File: config.mk
export PLATFORM = sky130hd
export DESIGN_NAME = phy_link_monitor
export DESIGN_NICKNAME = d
export VERILOG_FILES = /design/src/rtl/phy_link_monitor.sv
export SDC_FILE = /design/constraint.sdc
export NUM_CORES = 1
export LEC_CHECK = 0
export ABC_AREA = 1
export CORE_MARGIN = 4
export CORE_UTILIZATION = 55
export DETAILED_ROUTE_END_ITERATION = 6
export DONT_BUFFER_PORTS = 1
export PLACE_DENSITY_LB_ADDON = 0.15
export SETUP_SLACK_MARGIN = 0.02
export SYNTH_ARGS = -nofsm -noshare
export SYNTH_HDL_FRONTEND = slang
export SYNTH_SLANG_ARGS = --single-unit
File: constraint.sdc
create_clock -name clk -period 2.6 [get_ports clk]
set_input_delay 0.26 -clock clk [delete_from_list [all_inputs] [get_ports clk]]
set_output_delay 0.26 -clock clk [all_outputs]
set_load 0.02 [all_outputs]
File: src/rtl/phy_link_monitor.sv
`default_nettype none
// +--------------------------------------------------------------------------+
// | Module      : phy_link_monitor                                           |
// | Description : Autonomous MDIO management master. Periodically reads the  |
// |               PHY-specific status register and turns the resolved link / |
// |               speed into the TSE tx clock-select controls.               |
// | Revision    : 1.0  initial release                                       |
// +--------------------------------------------------------------------------+
// | Ports                                                                    |
// |   clk          in   system clock                                         |
// |   reset        in   asynchronous active-high reset                       |
// |   en           in   polling enable (low = no new frame starts)           |
// |   mdc          out  MDIO clock, free running at clk / (2*MDC_HALF)       |
// |   mdio_in      in   MDIO pad input                                       |
// |   mdio_out     out  MDIO output data                                     |
// |   mdio_oen     out  output disable, 1 = pad tri-stated                   |
// |   link_up      out  PHY reports link up                                  |
// |   eth_mode     out  1 = 1000 Mb                                          |
// |   ena_10       out  1 = 10 Mb (both 0 = 100 Mb)                          |
// |   status_valid out  1-clk pulse after an acknowledged read               |
// |   link_change  out  1-clk pulse when {link_up,eth_mode,ena_10} changes   |
// |   ack_err      out  1-clk pulse when the PHY left TA high                |
// |   phy_status   out  last successfully read register value               |
// +--------------------------------------------------------------------------+
module phy_link_monitor #(
  parameter int unsigned MDC_HALF    = 20,
  parameter int unsigned POLL_CYCLES = 1000000,
  parameter logic [4:0]  PHY_ADDR    = 5'd0,
  parameter logic [4:0]  STAT_REG    = 5'd17
) (
  input  logic        clk,
  input  logic        reset,
  input  logic        en,
  output logic        mdc,
  input  logic        mdio_in,
  output logic        mdio_out,
  output logic        mdio_oen,
  output logic        link_up,
  output logic        eth_mode,
  output logic        ena_10,
  output logic        status_valid,
  output logic        link_change,
  output logic        ack_err,
  output logic [15:0] phy_status
);

  localparam int unsigned DIV_W  = (MDC_HALF > 1) ? $clog2(MDC_HALF) : 1;
  localparam int unsigned POLL_W = (POLL_CYCLES > 0) ? $clog2(POLL_CYCLES + 1) : 1;

  localparam logic [DIV_W-1:0]  DIV_LAST    = DIV_W'(MDC_HALF - 1);
  localparam logic [POLL_W-1:0] POLL_RELOAD = POLL_W'(POLL_CYCLES);

  // Clause-22 read header after the preamble: ST=01, OP=10, PHYAD, REGAD.
  localparam logic [13:0] CMD_WORD = {2'b01, 2'b10, PHY_ADDR, STAT_REG};

  // Last bit index of each serial phase (one bit = one MDC period).
  localparam logic [4:0] PRE_LAST  = 5'd31;
  localparam logic [4:0] CMD_LAST  = 5'd13;
  localparam logic [4:0] TA_LAST   = 5'd1;
  localparam logic [4:0] DATA_LAST = 5'd15;

  typedef enum logic [2:0] {
    S_IDLE = 3'd0,
    S_PRE  = 3'd1,
    S_CMD  = 3'd2,
    S_TA   = 3'd3,
    S_DATA = 3'd4,
    S_DONE = 3'd5
  } state_t;

  // --------------------------------------------------------------------------
  // MDC divider. mdc runs continuously; the wrap of the divider is the only
  // place mdc changes, so "wrap while low" is the rising edge and "wrap while
  // high" is the falling edge, both known one clk ahead of the pin.
  // --------------------------------------------------------------------------
  logic [DIV_W-1:0] div_cnt;
  logic             div_wrap;
  logic             rise_ev;
  logic             fall_ev;

  assign div_wrap = (div_cnt == DIV_LAST);
  assign rise_ev  = div_wrap & ~mdc;
  assign fall_ev  = div_wrap &  mdc;

  always_ff @(posedge clk or posedge reset) begin
    if (reset) begin
      div_cnt <= '0;
      mdc     <= 1'b0;
    end else if (div_wrap) begin
      div_cnt <= '0;
      mdc     <= ~mdc;
    end else begin
      div_cnt <= div_cnt + 1'b1;
    end
  end

  // --------------------------------------------------------------------------
  // Frame engine state
  // --------------------------------------------------------------------------
  state_t            state;
  logic [4:0]        bit_cnt;
  logic [13:0]       tx_shift;
  logic [15:0]       rx_shift;
  logic              no_ack;
  logic [POLL_W-1:0] poll_cnt;

  // --------------------------------------------------------------------------
  // Decode of the register just read into the next clock-select outputs.
  // A missing ack and an unresolved link both drop link_up but keep the last
  // good speed so the tx clock mux does not glitch between rates while the
  // link is down. The reserved speed code also keeps the last speed.
  // --------------------------------------------------------------------------
  logic next_link;
  logic next_eth;
  logic next_ena10;
  logic next_change;

  always_comb begin
    next_link  = 1'b0;
    next_eth   = eth_mode;
    next_ena10 = ena_10;
    if (!no_ack && rx_shift[11]) begin
      next_link = rx_shift[10];
      case (rx_shift[15:14])
        2'b10: begin
          next_eth   = 1'b1;
          next_ena10 = 1'b0;
        end
        2'b01: begin
          next_eth   = 1'b0;
          next_ena10 = 1'b0;
        end
        2'b00: begin
          next_eth   = 1'b0;
          next_ena10 = 1'b1;
        end
        default: begin
          next_eth   = eth_mode;
          next_ena10 = ena_10;
        end
      endcase
    end
  end

  assign next_change = ({next_link, next_eth, next_ena10} != {link_up, eth_mode, ena_10});

  // --------------------------------------------------------------------------
  // Frame state machine with registered outputs. The master launches each bit
  // on an MDC falling edge and samples the PHY on the following rising edge,
  // so each branch acting on fall_ev drives the *next* bit of the frame.
  // --------------------------------------------------------------------------
  always_ff @(posedge clk or posedge reset) begin
    if (reset) begin
      state        <= S_IDLE;
      bit_cnt      <= 5'd0;
      tx_shift     <= 14'd0;
      rx_shift     <= 16'd0;
      no_ack       <= 1'b0;
      poll_cnt     <= '0;
      mdio_out     <= 1'b1;
      mdio_oen     <= 1'b1;
      link_up      <= 1'b0;
      eth_mode     <= 1'b0;
      ena_10       <= 1'b0;
      status_valid <= 1'b0;
      link_change  <= 1'b0;
      ack_err      <= 1'b0;
      phy_status   <= 16'h0000;
    end else begin
      status_valid <= 1'b0;
      link_change  <= 1'b0;
      ack_err      <= 1'b0;

      case (state)
        S_IDLE: begin
          if (poll_cnt != '0) begin
            poll_cnt <= poll_cnt - 1'b1;
          end
          if (fall_ev && en && (poll_cnt == '0)) begin
            state    <= S_PRE;
            bit_cnt  <= 5'd0;
            no_ack   <= 1'b0;
            mdio_out <= 1'b1;
            mdio_oen <= 1'b0;
          end
        end

        S_PRE: begin
          if (fall_ev) begin
            if (bit_cnt == PRE_LAST) begin
              state    <= S_CMD;
              bit_cnt  <= 5'd0;
              mdio_out <= CMD_WORD[13];
              tx_shift <= {CMD_WORD[12:0], 1'b0};
            end else begin
              bit_cnt  <= bit_cnt + 5'd1;
              mdio_out <= 1'b1;
            end
          end
        end

        S_CMD: begin
          if (fall_ev) begin
            if (bit_cnt == CMD_LAST) begin
              // Release the pad for turnaround; the PHY owns the line now.
              state    <= S_TA;
              bit_cnt  <= 5'd0;
              mdio_out <= 1'b1;
              mdio_oen <= 1'b1;
            end else begin
              bit_cnt  <= bit_cnt + 5'd1;
              mdio_out <= tx_shift[13];
              tx_shift <= {tx_shift[12:0], 1'b0};
            end
          end
        end

        S_TA: begin
          // A present PHY pulls the second turnaround bit low.
          if (rise_ev && (bit_cnt == TA_LAST)) begin
            no_ack <= mdio_in;
          end
          if (fall_ev) begin
            if (bit_cnt == TA_LAST) begin
              state   <= S_DATA;
              bit_cnt <= 5'd0;
            end else begin
              bit_cnt <= bit_cnt + 5'd1;
            end
          end
        end

        S_DATA: begin
          if (rise_ev) begin
            rx_shift <= {rx_shift[14:0], mdio_in};
          end
          if (fall_ev) begin
            if (bit_cnt == DATA_LAST) begin
              state   <= S_DONE;
              bit_cnt <= 5'd0;
            end else begin
              bit_cnt <= bit_cnt + 5'd1;
            end
          end
        end

        S_DONE: begin
          state       <= S_IDLE;
          mdio_out    <= 1'b1;
          mdio_oen    <= 1'b1;
          poll_cnt    <= POLL_RELOAD;
          link_up     <= next_link;
          eth_mode    <= next_eth;
          ena_10      <= next_ena10;
          link_change <= next_change;
          if (no_ack) begin
            ack_err <= 1'b1;
          end else begin
            status_valid <= 1'b1;
            phy_status   <= rx_shift;
          end
        end

        default: begin
          state    <= S_IDLE;
          mdio_out <= 1'b1;
          mdio_oen <= 1'b1;
        end
      endcase
    end
  end

endmodule
`default_nettype wire

==> qor.yml <==
logic_synthesis:
  synth-edff-count: 0
  syn_area_um2: 4408
  synth-seq-area-share_pct: 50.01
  yosysWarnings: 0
  syn_avg_cell_area_um2: 7.857
  synth_ff_type: "dfrtp_1"
  netlist-cell-type-count: 33
  async_flop_share_pct: 100.0
  ys_ff_latch: 88
  syn_inst: 561
  synth_nets: 573
global_route:
  grt_pass1_wl_um: 15100
  grt_max_degree: 53
  grt_usage_pct: 18.98
  grt_antenna_before_repair: 0
  grt-ovfl-total: 0
  grt_pass1_vias: 3291
floorplanning:
  die_h_um: 97.53
  dieArea_um2: 9511
  start_util_pct: 56.75
  coreArea_um2: 7767
  fp.dieW_um: 97.53
  rows: 32
  io-pin-count: 29
clock_network:
  cts-resized-gates: 0
  tritoncts: "yes"
  cts-root-buf: "clkbuf_8"
  clock-sinks: 88
  cts_inserted_buffers: 9
  clock_path_buffers: 2
  cts.htree.levels: 3
  clkLatencyLatePin_ps: 360
  clkTransAtPathRegs_ps: 90
timing:
  period_minus_slack_ps: 1901
  fin_worst_skew_ps: 13.87
  relSlewSlack_pct: 40.44
  fin_tns_setup_ps: 0
  tightest_slew_ps: 892.3
  period_share_pct: 73.13
  rsz0062_at_grt: "no"
  setup_viol: 0
  worst_slack_ps: 698.5
  final-hold-violation-count: 0
  max_freq_mhz: 525.9
  maxSlewViolCount: 0
finish:
  drive_gt1_share_pct: 7.746
  layout_commonest_cell: "nand2_1"
  finalNonFillerCells: 670
  final_cell_mix: "nand2_1 (169), dfrtp_1 (86), nor2_1 (68)"
  n_antenna_cell: 0
  nets: 575
  areaGrowthSynthToFinish_pct: 7.153
power_and_ir_drop:
  p_per_area_nw_per_um2: 972.9
  power.total_mw: 4.595
  leakage_nw: 2.355
  ir_drop_v: 0.0006162
hold_path:
  min_path_type: "input port to flip-flop"
  hold_depth: 2
placed_design:
  gp_congestion: 0.8811
  hpwl_um: 5902
  dp_cells: 653
  pre_cts_ws_ps: 732.7
  port_buffers: 0
detailed_routing:
  viasPerCell: 5.176
  dr_total_vias: 3468
  wire_per_inst_um: 12.41
  routed_wl_um: 8313
  drt_iter0_drc: 233
  first_pass_iters: 4
  postRouteAntennaNets: 0
  drcViolationCount: 0
status:
  outcome: "completed"
flow_run:
  drv_cap: 0
setup_path:
  crit_required_ps: 2860
  path_max_fanout: 6
  crit_type: "flip-flop to flip-flop"
  r2r_cells: 11
  end_kind: "flip-flop"
  worstPathArrival_ps: 2160
  crit_path_start_kind: "flip-flop"
==> cells by family after synthesis <==
group | count (synthesis) | share of synthesized area (%)
compound gates | 69 | 8.118
simple gates | 304 | 29.35
buf+inv | 75 | 6.869
xor+xnor | 17 | 3.378
fa+ha+maj | 8 | 2.271
flops | 88 | 50.01
==> stage by stage <==
stage	util (%)	hold WS, ps	cell area, µm²
after floorplan	-	381.0	4408
after global placement	58.01	351.3	4506
after global routing	60.81	35.67	4723
final	60.81	46.47	4723
after detailed placement	58.01	367.1	4506
after CTS	60.81	34.49	4723
==> synthesized netlist by cell type, drive strengths merged, types with 3 or more instances <==
master  number  share of area, %
a21oi        3              0.34
buf         11               1.4
clkbuf       3              0.26
dfrtp       86                49
ha           8               2.3
inv         61               5.2
nand2      173                15
nand3       39               4.8
nand4        9               1.3
nor2        77               7.4
nor3         4              0.45
o21ai       62               7.1
xor2        15               3.0
==> worst paths after layout <==
check / startpoint / end / slack, ps
setup / recovery: bit_cnt[0]$_DFFE_PP0P_ / state[0]$_DFFE_PP0P_ / 700
hold / removal: mdio_in / no_ack$_DFFE_PP0P_ / 50
setup reg to reg: bit_cnt[0]$_DFFE_PP0P_ / state[0]$_DFFE_PP0P_ / 700
hold reg to reg: div_cnt[0]$_DFF_PP0_ / div_cnt[0]$_DFF_PP0_ / 470
max in group asynchronous: reset / poll_cnt[10]$_DFFE_PP0P_ / 1400
min in group asynchronous: reset / phy_status[3]$_DFFE_PP0P_ / 500
==> cell type report <==
type                       instances  area, µm²
sequential                        88       2205
clock buffer                       9      123.9
fill                             703       3044
multi-input combinational        398       1901
timing repair buffer               5      52.55
tap                              102      127.6
clock inverter                     7      83.83
inverter                          61      230.2
==> repair_timing <==
action / CTS / global route
hold endpoints to repair: 49 / 0
hold buffers: 1 / 0
setup buffers: 0 / 0
==> power breakdown <==
| part | switching (mW) | internal (mW) |
|---|---|---|
| logic | 1.16 | 0.555 |
| clock network | 0.535 | 0.465 |
| registers | 0.265 | 1.61 |
==> per-layer routing <==
layer,share of wire [%],track usage (%)
met1,48,26.06
met2,45,29.47
met5,0,0
met4,1.2,5.538
met3,4.9,5.384
==> critical path: stages, from the launching register on <==
cell	delay, ps
dfrtp_1	440
ha_1	220
nand3_1	110
inv_1	100
ha_1	170
nor2_1	70
nor2_1	110
nand2_1	130
nor2_2	180
nand3_1	140
nand2_1	90
nand2_1	50
==> sequential cells by signal (all words and copies together), names as in the netlist, 3 cells and up <==
name / cells
bit_cnt: 5
poll_cnt: 20
div_cnt: 5
tx_shift: 13
phy_status: 16
state: 3
rx_shift: 16
No activity file was read; power rests on OpenSTA's default activity.
